`config.mk`:
```
export PLATFORM = sky130hd
export DESIGN_NAME = uart_tx_stream
export DESIGN_NICKNAME = d
export VERILOG_FILES = /design/src/rtl/uart_pkg.sv /design/src/rtl/uart_tx_fifo.sv /design/src/rtl/uart_tx_stream.sv
export SDC_FILE = /design/constraint.sdc
export NUM_CORES = 1
export LEC_CHECK = 0
export BUFFER_PORTS_ARGS = -buffer_cell sky130_fd_sc_hd__buf_2
export CORE_UTILIZATION = 60
export DETAILED_ROUTE_END_ITERATION = 6
export PLACE_DENSITY = 0.9
export REMOVE_ABC_BUFFERS = 1
export SLEW_MARGIN = 20
export SYNTH_ARGS = -nofsm -noshare
export SYNTH_HDL_FRONTEND = slang
export SYNTH_HIERARCHICAL = 1
export SYNTH_SLANG_ARGS = --single-unit
```
`constraint.sdc`:
```
create_clock -name clk_i -period 3.8 [get_ports clk_i]
set_input_delay 0.19 -clock clk_i [delete_from_list [all_inputs] [get_ports clk_i]]
set_output_delay 0.19 -clock clk_i [all_outputs]
set_load 0.01 [all_outputs]
```
`src/rtl/uart_pkg.sv`:
```
// Shared definitions for the UART transmit path: parity encoding, FSM states
// and frame-geometry helpers.
package uart_pkg;

  localparam int PAR_NONE = 0;
  localparam int PAR_ODD  = 1;
  localparam int PAR_EVEN = 2;

  typedef enum logic [2:0] {
    IDLE,
    START,
    DATA,
    PAR,
    STOP
  } tx_state_e;

  function automatic int frame_bits(input int data_bits, input int parity, input int stop_bits);
    return 1 + data_bits + ((parity != PAR_NONE) ? 1 : 0) + stop_bits;
  endfunction

  function automatic int baud_cnt_width(input int clk_div);
    return (clk_div <= 2) ? 1 : $clog2(clk_div);
  endfunction

endpackage

```
`src/rtl/uart_tx_fifo.sv`:
```
// Synchronous FIFO, registered count; read data is the head entry, valid while not empty.
// Push when full and pop when empty are ignored; a pop frees a slot only from the next cycle.
module uart_tx_fifo #(
  parameter int WIDTH = 8,
  parameter int DEPTH = 4
) (
  input  logic                     clk_i,
  input  logic                     reset_i,
  input  logic                     push_i,
  input  logic [WIDTH-1:0]         push_data_i,
  input  logic                     pop_i,
  output logic [WIDTH-1:0]         pop_data_o,
  output logic                     full_o,
  output logic                     empty_o,
  output logic [$clog2(DEPTH):0]   count_o
);

  localparam int AW = $clog2(DEPTH);
  localparam int CW = AW + 1;

  logic [WIDTH-1:0] mem_q [DEPTH];
  logic [AW-1:0]    wr_ptr_q, rd_ptr_q;
  logic [CW-1:0]    count_q;
  logic             push_ok, pop_ok;

  assign full_o     = (count_q == CW'(DEPTH));
  assign empty_o    = (count_q == '0);
  assign count_o    = count_q;
  assign pop_data_o = mem_q[rd_ptr_q];
  assign push_ok    = push_i && !full_o;
  assign pop_ok     = pop_i && !empty_o;

  always_ff @(posedge clk_i) begin
    if (reset_i) begin
      wr_ptr_q <= '0;
      rd_ptr_q <= '0;
      count_q  <= '0;
    end else begin
      if (push_ok) wr_ptr_q <= wr_ptr_q + 1'b1;
      if (pop_ok)  rd_ptr_q <= rd_ptr_q + 1'b1;
      case ({push_ok, pop_ok})
        2'b10:   count_q <= count_q + 1'b1;
        2'b01:   count_q <= count_q - 1'b1;
        default: count_q <= count_q;
      endcase
    end
  end

  // Storage is not reset; the pointers alone define what is valid.
  always_ff @(posedge clk_i) begin
    if (push_ok) mem_q[wr_ptr_q] <= push_data_i;
  end

endmodule

```
`src/rtl/uart_tx_stream.sv`:
```
// UART transmitter fed by a valid/ready byte stream through a small FIFO.
// txd falls one edge after a word enters an empty idle block; s_ready_o drops only when the FIFO is full.
module uart_tx_stream
  import uart_pkg::*;
#(
  parameter int CLK_DIV    = 868,
  parameter int DATA_BITS  = 8,
  parameter int PARITY     = 0,
  parameter int STOP_BITS  = 1,
  parameter int FIFO_DEPTH = 4
) (
  input  logic                          clk_i,
  input  logic                          reset_i,
  input  logic                          s_valid_i,
  output logic                          s_ready_o,
  input  logic [DATA_BITS-1:0]          s_data_i,
  output logic                          txd_o,
  output logic                          busy_o,
  output logic [$clog2(FIFO_DEPTH):0]   fifo_count_o
);

  if (CLK_DIV < 2 || CLK_DIV > 65535) begin : g_bad_clk_div
    $error("uart_tx_stream: CLK_DIV out of range");
  end
  if (DATA_BITS < 5 || DATA_BITS > 9) begin : g_bad_data_bits
    $error("uart_tx_stream: DATA_BITS out of range");
  end
  if (PARITY != PAR_NONE && PARITY != PAR_ODD && PARITY != PAR_EVEN) begin : g_bad_parity
    $error("uart_tx_stream: illegal PARITY");
  end
  if (STOP_BITS != 1 && STOP_BITS != 2) begin : g_bad_stop
    $error("uart_tx_stream: STOP_BITS must be 1 or 2");
  end
  if (FIFO_DEPTH < 2 || (FIFO_DEPTH & (FIFO_DEPTH - 1)) != 0) begin : g_bad_depth
    $error("uart_tx_stream: FIFO_DEPTH must be a power of two >= 2");
  end

  localparam int                BAUD_W    = baud_cnt_width(CLK_DIV);
  localparam logic [BAUD_W-1:0] BAUD_LAST = BAUD_W'(CLK_DIV - 1);
  localparam logic [3:0]        DATA_LAST = 4'(DATA_BITS - 1);
  localparam logic [3:0]        STOP_LAST = 4'(STOP_BITS - 1);

  tx_state_e             state_q, state_d;
  logic [BAUD_W-1:0]     baud_q, baud_d;
  logic [3:0]            bit_q, bit_d;
  logic [DATA_BITS-1:0]  shift_q, shift_d;
  logic                  par_q, par_d;
  logic                  txd_q, txd_d;

  logic                  fifo_push, fifo_pop, fifo_full, fifo_empty;
  logic [DATA_BITS-1:0]  fifo_data;
  logic                  bit_end, load;

  assign s_ready_o = !fifo_full;
  assign fifo_push = s_valid_i && s_ready_o;
  assign txd_o     = txd_q;
  assign busy_o    = (state_q != IDLE) || !fifo_empty;
  assign bit_end   = (baud_q == BAUD_LAST);

  uart_tx_fifo #(
    .WIDTH (DATA_BITS),
    .DEPTH (FIFO_DEPTH)
  ) u_fifo (
    .clk_i       (clk_i),
    .reset_i     (reset_i),
    .push_i      (fifo_push),
    .push_data_i (s_data_i),
    .pop_i       (fifo_pop),
    .pop_data_o  (fifo_data),
    .full_o      (fifo_full),
    .empty_o     (fifo_empty),
    .count_o     (fifo_count_o)
  );

  always_ff @(posedge clk_i) begin
    if (reset_i) begin
      state_q <= IDLE;
      baud_q  <= '0;
      bit_q   <= '0;
      shift_q <= '0;
      par_q   <= 1'b0;
      txd_q   <= 1'b1;
    end else begin
      state_q <= state_d;
      baud_q  <= baud_d;
      bit_q   <= bit_d;
      shift_q <= shift_d;
      par_q   <= par_d;
      txd_q   <= txd_d;
    end
  end

  always_comb begin
    state_d = state_q;
    case (state_q)
      IDLE:  if (!fifo_empty) state_d = START;
      START: if (bit_end) state_d = DATA;
      DATA:  if (bit_end && bit_q == DATA_LAST) state_d = (PARITY != PAR_NONE) ? PAR : STOP;
      PAR:   if (bit_end) state_d = STOP;
      STOP:  if (bit_end && bit_q == STOP_LAST) state_d = fifo_empty ? IDLE : START;
      default: state_d = IDLE;
    endcase
  end

  // Entering START from IDLE or straight out of STOP both pop the next word.
  assign load = (state_d == START) && (state_q != START);

  always_comb begin
    fifo_pop = load;
    baud_d   = (state_q == IDLE || bit_end) ? '0 : baud_q + 1'b1;
    bit_d    = bit_q;
    shift_d  = shift_q;
    par_d    = par_q;
    txd_d    = txd_q;
    if (load) begin
      shift_d = fifo_data;
      par_d   = (PARITY == PAR_ODD) ? ~^fifo_data : ^fifo_data;
      bit_d   = '0;
      txd_d   = 1'b0;
    end else if (bit_end) begin
      case (state_q)
        START: begin
          bit_d = '0;
          txd_d = shift_q[0];
        end
        DATA: begin
          if (state_d == DATA) begin
            bit_d   = bit_q + 4'd1;
            shift_d = shift_q >> 1;
            txd_d   = shift_q[1];
          end else begin
            bit_d = '0;
            txd_d = (state_d == PAR) ? par_q : 1'b1;
          end
        end
        PAR: begin
          bit_d = '0;
          txd_d = 1'b1;
        end
        STOP: begin
          bit_d = bit_q + 4'd1;
          txd_d = 1'b1;
        end
        default: txd_d = 1'b1;
      endcase
    end
  end

endmodule

```
== Word-level counts from Yosys, hierarchy flattened ==
Memory sizes are Yosys's and may differ from the RTL's. A register that Yosys moved wholly into a read port is not among the register bits.
Cells that the tools add are included.

* Register bits: 34
* RAM bits: 32
* Input port bits: 11
* Output and inout bits: 6
* Word-level logic and storage cells: 77
* Memories kept: 1

{| class="wikitable"
|+ Memories
! memory !! depth !! width !! read ports !! clocked after Yosys merged registers in !! write ports !! line !! text
|-
| u_fifo.mem_q || 4 || 8 || 1 || 1 || 1 || uart_tx_fifo.sv:21 || <nowiki>logic [WIDTH-1:0] mem_q [DEPTH];</nowiki>
|}

* $add $sub $neg: 6
* Equal/unequal tests: 13
* Mux-type cells: 23
* Reductions and logical operators: 25

{| class="wikitable"
|+ Operators by type and width
! operator !! number
|-
| 8-bit two-way mux || 4
|-
| 3-bit two-way mux || 5
|-
| 3-bit case mux with 5 select lines || 1
|-
| 3-bit by 2-bit == test with 1-bit output, second input constant || 4
|-
| 4-bit case mux with 3 select lines || 1
|-
| 10-bit by 1-bit adder with 10-bit output, second input constant || 1
|-
| 10-bit == test, second input constant || 1
|-
| 2-bit nonzero test || 4
|-
| 8-bit parity || 1
|-
| 1-bit two-way mux || 7
|-
| 3-bit by 1-bit == test with 1-bit output, second input constant || 2
|-
| 3-bit == test, second input constant || 2
|-
| 1-bit logical AND || 6
|-
| 3-bit zero test || 2
|-
| 3-bit case mux with 2 select lines || 1
|-
| 3-bit nonzero test || 2
|-
| 2-bit OR reduction || 3
|-
| 2-bit by 1-bit adder with 2-bit output, second input constant || 2
|-
| 4-bit by 1-bit adder with 4-bit output, second input constant || 1
|-
| 4-bit by 3-bit == test with 1-bit output, second input constant || 1
|-
| 4-bit zero test || 1
|-
| 2-bit two-way mux || 2
|-
| 4-bit two-way mux || 1
|-
| 3-bit by 1-bit adder with 3-bit output, second input constant || 1
|-
| 9 further kinds || 11
|}

== Longest topological paths before layout ==
Gate-level depths: netlist (run 1).

* Depth in word-level cells: 10
* Mapped depth: 16
* Mapped depth without buffers: 15

== By module ==
The synthesis (run 1) kept the hierarchy.

{| class="wikitable"
|+ By module, submodules not included
! module !! instances !! cells each !! area an instance (um^2)
|-
| uart_tx_fifo || 1 || 96 || 1635.3
|-
| uart_tx_stream || 1 || 152 || 1372.6
|}

== Worst setup path before layout (run 1) ==
OpenSTA, ideal clock, no wires.

* Kind: register -> register
* From: register bit_q[0]
* To: register u_fifo.count_q[2], in the netlist u_fifo/count_o[2]
* Setup time: 70 ps
* Arrival: 2923 ps
* Data required time: 3730 ps
* Setup slack: 807 ps
* Stages on the path, launching flop included: 17
* Path buffers: 1
* Period minus slack after synthesis: 2993 ps
* Cell sequence: dfxtp_1 -> inv_1 -> ha_1 -> or3b_2 -> a21oi_1 -> mux2i_1 -> or2_1 -> buf_6 -> inv_1 -> o31ai_2 -> inv_1 -> ha_1 -> inv_1 -> fa_1 -> xor2_1 -> or3_1 -> a21oi_1

* Longest elaborated chain between the ends: 9
* Elaborated cells between the ends (all ways): 14
* Those cells by class: eq/ne (4); mux (4); reduce/logical (6)

{| class="wikitable"
|+ RTL lines
! item !! line !! text
|-
| start, declared || uart_tx_stream.sv:45 || <nowiki>logic [3:0] bit_q, bit_d;</nowiki>
|-
| start signal, assigned || uart_tx_stream.sv:86 || <nowiki>bit_q <= bit_d;</nowiki>
|-
| 4-bit by 3-bit == test with 1-bit output / 4-bit zero test (equally long branches) || uart_tx_stream.sv:98, uart_tx_stream.sv:100 ||
|-
| 1-bit logical AND (on tied branches) || uart_tx_stream.sv:98, uart_tx_stream.sv:100 ||
|-
| 3-bit two-way mux (on tied branches) || uart_tx_stream.sv:98, uart_tx_stream.sv:100 ||
|-
| 3-bit case mux with 5 select lines (*) || uart_tx_stream.sv:95 || <nowiki>case (state_q)</nowiki>
|-
| 3-bit by 1-bit == test with 1-bit output (*) || uart_tx_stream.sv:106 || <nowiki>assign load = (state_d == START) && (state_q != START);</nowiki>
|-
| 1-bit logical AND (*) || uart_tx_stream.sv:106 ||
|-
| net fifo_pop || uart_tx_stream.sv:50 || <nowiki>logic fifo_push, fifo_pop, fifo_full, fifo_empty;</nowiki>
|-
| 1-bit logical AND (*) || uart_tx_fifo.sv:31 || <nowiki>assign pop_ok = pop_i && !empty_o;</nowiki>
|-
| net u_fifo.pop_ok || uart_tx_fifo.sv:24 || <nowiki>logic push_ok, pop_ok;</nowiki>
|-
| 2-bit by 1-bit == test with 1-bit output / 2-bit == test (equally long branches) || uart_tx_fifo.sv:41 || <nowiki>case ({push_ok, pop_ok})</nowiki>
|-
| 3-bit case mux with 2 select lines / 2-bit nonzero test (equally long branches) || - ||
|-
| end signal, assigned || uart_tx_fifo.sv:42 || <nowiki>2'b10: count_q <= count_q + 1'b1;</nowiki>
|-
| end signal, assigned || uart_tx_fifo.sv:43 || <nowiki>2'b01: count_q <= count_q - 1'b1;</nowiki>
|-
| end signal, assigned || uart_tx_fifo.sv:44 || <nowiki>default: count_q <= count_q;</nowiki>
|-
| end, declared || uart_tx_fifo.sv:23 || <nowiki>logic [CW-1:0] count_q;</nowiki>
|}

The timed path passes the listed nets; every way through them passes the cells marked *.
A chain may end at the register's enable or synchronous reset.

== Final worst setup path (run 1) ==
* From: register baud_q[0]
* To: register u_fifo.count_q[2], in the netlist u_fifo/count_o[2]

* Longest elaborated chain between the ends: 9
* Elaborated cells between the ends (all ways): 15
* Those cells by class: eq/ne (4); mux (6); reduce/logical (5)

{| class="wikitable"
|+ RTL lines
! item !! line !! text
|-
| start, declared || uart_tx_stream.sv:44 || <nowiki>logic [BAUD_W-1:0] baud_q, baud_d;</nowiki>
|-
| start signal, assigned || uart_tx_stream.sv:85 || <nowiki>baud_q <= baud_d;</nowiki>
|-
| 10-bit == test (*) || uart_tx_stream.sv:58 || <nowiki>assign bit_end = (baud_q == BAUD_LAST);</nowiki>
|-
| 1-bit logical AND (on tied branches) || uart_tx_stream.sv:100, uart_tx_stream.sv:98 ||
|-
| 3-bit two-way mux (on tied branches) || uart_tx_stream.sv:100, uart_tx_stream.sv:98 ||
|-
| 3-bit case mux with 5 select lines (*) || uart_tx_stream.sv:95 ||
|-
| 3-bit by 1-bit == test with 1-bit output (*) || uart_tx_stream.sv:106 ||
|-
| 1-bit logical AND (*) || uart_tx_stream.sv:106 ||
|-
| net fifo_pop || uart_tx_stream.sv:50 ||
|-
| 1-bit logical AND (*) || uart_tx_fifo.sv:31 ||
|-
| net u_fifo.pop_ok || uart_tx_fifo.sv:24 ||
|-
| 2-bit by 1-bit == test with 1-bit output / 2-bit == test (equally long branches) || uart_tx_fifo.sv:41 ||
|-
| 3-bit case mux with 2 select lines / 2-bit nonzero test (equally long branches) || - ||
|}

Marked as above.

==> results.toml, run 1 <==
[clocking]
numCtsBuffers = 9
post_cts.repair.setup_buffers = 0
clock_latency_ns = 0.34
clk_pin_slew_ns = 0.08
ctsHtreeMaxLevel = 3
postCtsHoldBufs = 0
clockBufferDepth = 2
clockRootBuffer = "clkbuf_8"
tritoncts = "built"
post_cts_resize_count = 0
cts.sinks = 67

[run]
cap_violations = 0

[routing]
drtAntennaViolNets = 0
drtPass1Iterations = 4
drc = 0
route.vias.total = 1873
wl_per_cell_um = 14.8
first_iter_violations = 78
totalWireLength_mm = 4.99
vias_per_cell = 5.54

[synth]
yosys.area_share.adder = 0.0399
yosys.area.top_type = "edfxtp_1"
netlist_area_sq_mm = 0.00301
synth_ff_type = "dfxtp_1"
synth_edf_count = 32
synth_simple_gate_area_frac = 0.149
synth_compound_area_frac = 0.0815
yosysMostFrequentCell = "dfxtp_1"
synthArstFlopShare = 0
yosys_warnings = 6
synth_top_family_by_area = "simple AND/OR/NAND/NOR gates"
synth-seq-cells = 67
yosys.area.top_type_share = 0.319
synth_cell_types = 54
synth_seq_area_share = 0.552
netlist_instances = 248
muxShareOfSynthArea = 0.0932
synth.avg_cell_area_sq_um = 12.1
ys_top_cells_by_area = "edfxtp_1, dfxtp_1, mux4_2"
synthTopCellsByCount = "dfxtp_1, edfxtp_1, nor2_1"
synthXorXnorAreaFrac = 0.0408

[power]
power.leakage_nw = 1.18
p_per_area_mw_per_mm2 = 649
ir_drop_mv = 0.486
power.total_w = 0.00216

[sta]
hold_viol_final = 0
min_period_over_period = 0.858
fin_crit_ns = 3.26
clock.fmax_mhz = 307
setup_viol = 0
timing.hold.ws_ns = 0.0630
skew_ns = 0.00834
setup_tns_ns = 0
worst_pin_slew_ns = 0.535
final_max_slew_viol_count = 0
rsz0062_at_grt = "no"
relSlewSlack = 0.643

[global_routing]
grt-ovfl-total = 0
grt_max_degree = 17
grt_first_pass_wirelength_mm = 8.28
first_global_vias = 1781
antenna_found_initial = 0
grt_usage = 0.213

[die]
die_h_um = 72.8
core_area_sq_mm = 0.00479
design.die.area_sq_mm = 0.00530
start_util = 0.628
die-width_um = 72.8
boundaryPins = 17
num_rows = 25

[worst_setup_path]
worst_r2r_endpoint = "u_fifo/count_o[2]"
reg2reg_from = "baud_q[0]"
crit_slowest_cell = "dfxtp_1"
end_kind = "register"
cp_common_cell = "inv_1"
cp_data_required_time_ns = 4.08
critical_path.top_delay_family = "simple AND/OR/NAND/NOR gates"
rrSetupSlack_ns = 0.54
crit_fanout = 10
path_cells = "ha_1 > nand4bb_4 > nor4_1 > o21ai_0 > buf_4 > or2_1 > inv_1 > o31ai_2 > inv_1 > ha_1 > inv_1 > fa_1 > xor2_1 > or3_1 > a21oi_1"
ff2ff_path_depth = 15
path_class = "register to register"
crit_arrival_ns = 3.54
worstSetupStartpointType = "register"
max_stage_delay_ns = 0.37
critPathBufInv = 4

[worst_hold_path]
holdCritStartpoint = "s_data_i[1]"
hold_end = "u_fifo/mem_q[2][1]"
whs_path_depth = 1
hold_class = "input pin to register"

[finish]
n_antenna_cell = 0
nFillCells = 325
stdcell_count = 338
drive_gt1_frac = 0.199
utilization = 0.694
final_nets = 286
syn_to_final_growth_pct = 10.4

[outcome]
status = "complete, no violations"

[place]
place.port_buffers = 16
dp_hpwl_mm = 3.48
gp_congestion = 0.820
dp_cells = 322
-- per-stage QoR --
stage                     setup slack, ns  cell area, sq um
final                               0.539              3320
after global routing                0.228              3320
after CTS                           0.560              3320
after detailed placement            0.560              3120
after global placement              0.688              3120
after floorplan                     0.642              2950
-- worst max-delay path by stage --
stage	start	end	slack, ns	cells past startpoint
floorplan	bit_q[0]	u_fifo/count_o[2]	0.64	15
global placement	baud_q[0]	u_fifo/count_o[2]	0.69	15
detailed placement	baud_q[0]	u_fifo/count_o[2]	0.56	15
CTS	baud_q[0]	u_fifo/count_o[2]	0.56	15
global route	baud_q[0]	u_fifo/count_o[2]	0.23	15
finish	baud_q[0]	u_fifo/count_o[2]	0.54	15
-- worst reg2reg max path, stage by stage (launching register included) --
cell and delay [ns]:
dfxtp_1 0.37, ha_1 0.25, nand4bb_4 0.17, nor4_1 0.23, o21ai_0 0.12, buf_4 0.18
or2_1 0.35, inv_1 0.15, o31ai_2 0.10, inv_1 0.08, ha_1 0.17, inv_1 0.06
fa_1 0.37, xor2_1 0.16, or3_1 0.31, a21oi_1 0.14
-- logic make-up after synthesis --
group / after synthesis
compound gates: 37
mux: 18
xor+xnor: 14
buf+inv: 29
fa+ha+maj: 9
flops: 67
simple gates: 74
-- cells in the final DEF (no fill, tap or decap), types with 8 or more instances in the layout --
cell type	synthesis	layout
a21oi_1	15	15
buf_2	3	16
clkbuf_8	1	9
dfxtp_1	35	35
edfxtp_1	32	32
ha_1	8	8
inv_1	17	17
mux2i_1	10	10
mux4_2	8	8
nor2_1	25	25
xnor2_1	8	8
-- layer usage --
metal	up-vias	wire [um]	GRT usage
met1	892	2190	0.264
met3	12	189	0.0746
li1	929	-	-
met4	0	132	0.0871
met5	-	0	0
met2	40	2470	0.342
-- power by group --
part | switching [W] | internal (W)
Sequential | 0.0000978 | 0.000887
Combinational | 0.000327 | 0.000254
Clock | 0.000281 | 0.000307
Total | 0.000706 | 0.00145
-- cell type report --
type,count,area [sq um],area share
clock inverters,7,73.8,0.0222
repair buffers,18,95.1,0.0286
well taps,67,83.8,0.0252
flip-flops and latches,67,1660,0.500
clock buffers,9,124,0.0373
multi-input cells,152,1220,0.366
inverters,18,67.6,0.0203
-- sequential cells by signal, indices dropped and copies added (netlist names), named ones only --
register and flops:
baud_q 10, bit_q 4, shift_q 8, state_q 3
txd_o 1, u_fifo/count_o 3, u_fifo/mem_q 32, u_fifo/rd_ptr_q 2
u_fifo/wr_ptr_q 2
Note: power is estimated with default switching activity, not from simulation.
==> inputs of run 2 (changes only) <==
--- a/config.mk
+++ b/config.mk
@@ -6,9 +6,11 @@
 export NUM_CORES = 1
 export LEC_CHECK = 0
 export BUFFER_PORTS_ARGS = -buffer_cell sky130_fd_sc_hd__buf_2
-export CORE_UTILIZATION = 60
+export CELL_PAD_IN_SITES_DETAIL_PLACEMENT = 1
+export CELL_PAD_IN_SITES_GLOBAL_PLACEMENT = 2
+export CORE_UTILIZATION = 41
 export DETAILED_ROUTE_END_ITERATION = 6
-export PLACE_DENSITY = 0.9
+export PLACE_DENSITY = 0.89
 export REMOVE_ABC_BUFFERS = 1
 export SLEW_MARGIN = 20
 export SYNTH_ARGS = -nofsm -noshare
==> results.toml, run 2 (synthesis results as in run 1) <==
[outcome]
status = "complete, no violations"

[power]
ir_drop_mv = 0.363
p_int_w = 0.00140
pwr-share-seq = 0.457
p_switching_w = 0.000752
netSwitchingFraction = 0.349
power.leakage_nw = 1.18
p_comb_frac = 0.271
p_per_area_mw_per_mm2 = 641
power_frac_clock = 0.273

[clocking]
ctsHtreeMaxLevel = 3
clk_pin_slew_ns = 0.09
tritoncts = "built"
post_cts.repair.setup_buffers = 0
clock_latency_ns = 0.35
clockBufferDepth = 2
clockRootBuffer = "clkbuf_8"
numCtsBuffers = 9
post_cts_resize_count = 0
cts.sinks = 67
postCtsHoldBufs = 0

[die]
core_area_sq_mm = 0.00694
boundaryPins = 17
die-width_um = 87.7
start_util = 0.433
die_h_um = 87.7
design.die.area_sq_mm = 0.00768
num_rows = 30

[worst_setup_path]
path_cells = "inv_1 > ha_1 > or3b_2 > a21oi_1 > mux2i_1 > or2_1 > inv_1 > o31ai_2 > inv_1 > ha_1 > inv_1 > fa_1 > xor2_1 > or3_1 > a21oi_1"
end_kind = "register"
cp_data_required_time_ns = 4.09
crit_path_end = "u_fifo/count_o[2]"
cp_common_cell = "inv_1"
path_class = "register to register"
crit_fanout = 10
worst_r2r_endpoint = "u_fifo/count_o[2]"
crit_slowest_cell = "or3b_2"
setup.worst_path.start = "bit_q[0]"
rrSetupSlack_ns = 0.56
worstSetupStartpointType = "register"
reg2reg_from = "bit_q[0]"
max_stage_delay_ns = 0.45
ff2ff_path_depth = 15
crit_arrival_ns = 3.54

[place]
place.port_buffers = 16
dpl_cell_area_sq_mm = 0.00316
gp_congestion = 0.758
dp_cells = 351
dp_hpwl_mm = 3.91

[sta]
setup_viol = 0
timing.hold.ws_ns = 0.0503
clock.fmax_mhz = 308
hold_viol_final = 0
final_max_slew_viol_count = 0
relSlewSlack = 0.643
skew_ns = 0.0129
rsz0062_at_grt = "no"
worst_pin_slew_ns = 0.536
setup_tns_ns = 0
min_period_over_period = 0.853
fin_crit_ns = 3.24

[worst_hold_path]
hold_class = "input pin to register"
whs_path_depth = 1

[global_routing]
grt_usage = 0.167
grt_max_degree = 17
grt-ovfl-total = 0
met1_usage = 0.217
grt_first_pass_wirelength_mm = 9.43
top_usage_layer = "met2"
first_global_vias = 1899
met2_usage = 0.259
antenna_found_initial = 0
met3_usage = 0.0650

[finish]
drive_gt1_frac = 0.203
layout_commonest_cell = "dfxtp_1"
final_nets = 286
stdcell_count = 367
mostFrequentLayoutCells = "dfxtp_1, edfxtp_1, nor2_1, inv_1, buf_2"
utilization = 0.484
syn_to_final_growth_pct = 11.7
n_antenna_cell = 0
regMostFlops = "u_fifo/mem_q"
stdcell_area_sq_mm = 0.00336
reg_top3 = "u_fifo/mem_q: 32 flops, baud_q: 10 flops, shift_q: 8 flops"
largest_reg_flops = 32

[routing]
drtPass1Iterations = 4
first_iter_violations = 72
wl_per_cell_um = 15.0
totalWireLength_mm = 5.52
drc = 0
route.vias.total = 1862
drtAntennaViolNets = 0
vias_per_cell = 5.07

[run]
cap_violations = 0
## run 2: stage by stage
stage               total power, W  setup WS, ns
detailed placement         0.00159         0.536
global route               0.00231         0.368
CTS                        0.00219         0.519
floorplan                  0.00139         0.642
global placement           0.00157         0.651
finish                     0.00216         0.557
## run 2: final cells by class
type	count	area, sq um
inverters	18	67.6
multi-input cells	152	1220
well taps	96	120
clock inverters	7	76.3
repair buffers	18	95.1
clock buffers	9	124
fillers	726	3580
flip-flops and latches	67	1660
## run 2: how the worst min path moves through the flow
stage	start	slack (ns)	end
3_5_place_dp	s_data_i[6]	0.41	u_fifo/mem_q[1][6]
6_report	s_data_i[6]	0.05	u_fifo/mem_q[0][6]
3_3_place_gp	s_data_i[5]	0.40	u_fifo/mem_q[3][5]
5_1_grt	s_data_i[5]	0.02	u_fifo/mem_q[1][5]
2_1_floorplan	reset_i	0.26	state_q[2]
4_1_cts	s_data_i[6]	0.03	u_fifo/mem_q[2][6]
## run 2: routing by layer
| metal | part of all wire | vias to the layer above | wire length, um |
|---|---|---|---|
| li1 | - | 929 | - |
| met1 | 0.48 | 905 | 2670 |
| met2 | 0.47 | 23 | 2620 |
| met3 | 0.034 | 5 | 185 |
| met4 | 0.0091 | 0 | 50 |
| met5 | 0 | - | 0 |
## run 2: worst max-delay path: cells and delay by family, from the launching register on
family | cells | cell delay (ns)
xor+xnor | 1 | 0.16
flops | 1 | 0.33
compound gates | 3 | 0.39
mux | 1 | 0.10
fa+ha+maj | 3 | 0.68
simple gates | 3 | 1.14
buf+inv | 4 | 0.37
## run 2: power by group through the flow
stage	logic [W]	registers, W	clock network, W
after floorplan	0.000409	0.000984	0
after global placement	0.000575	0.00100	0
after detailed placement	0.000587	0.00101	0
after CTS	0.000595	0.000989	0.000606
after global routing	0.000655	0.00101	0.000642
final	0.000583	0.000984	0.000588
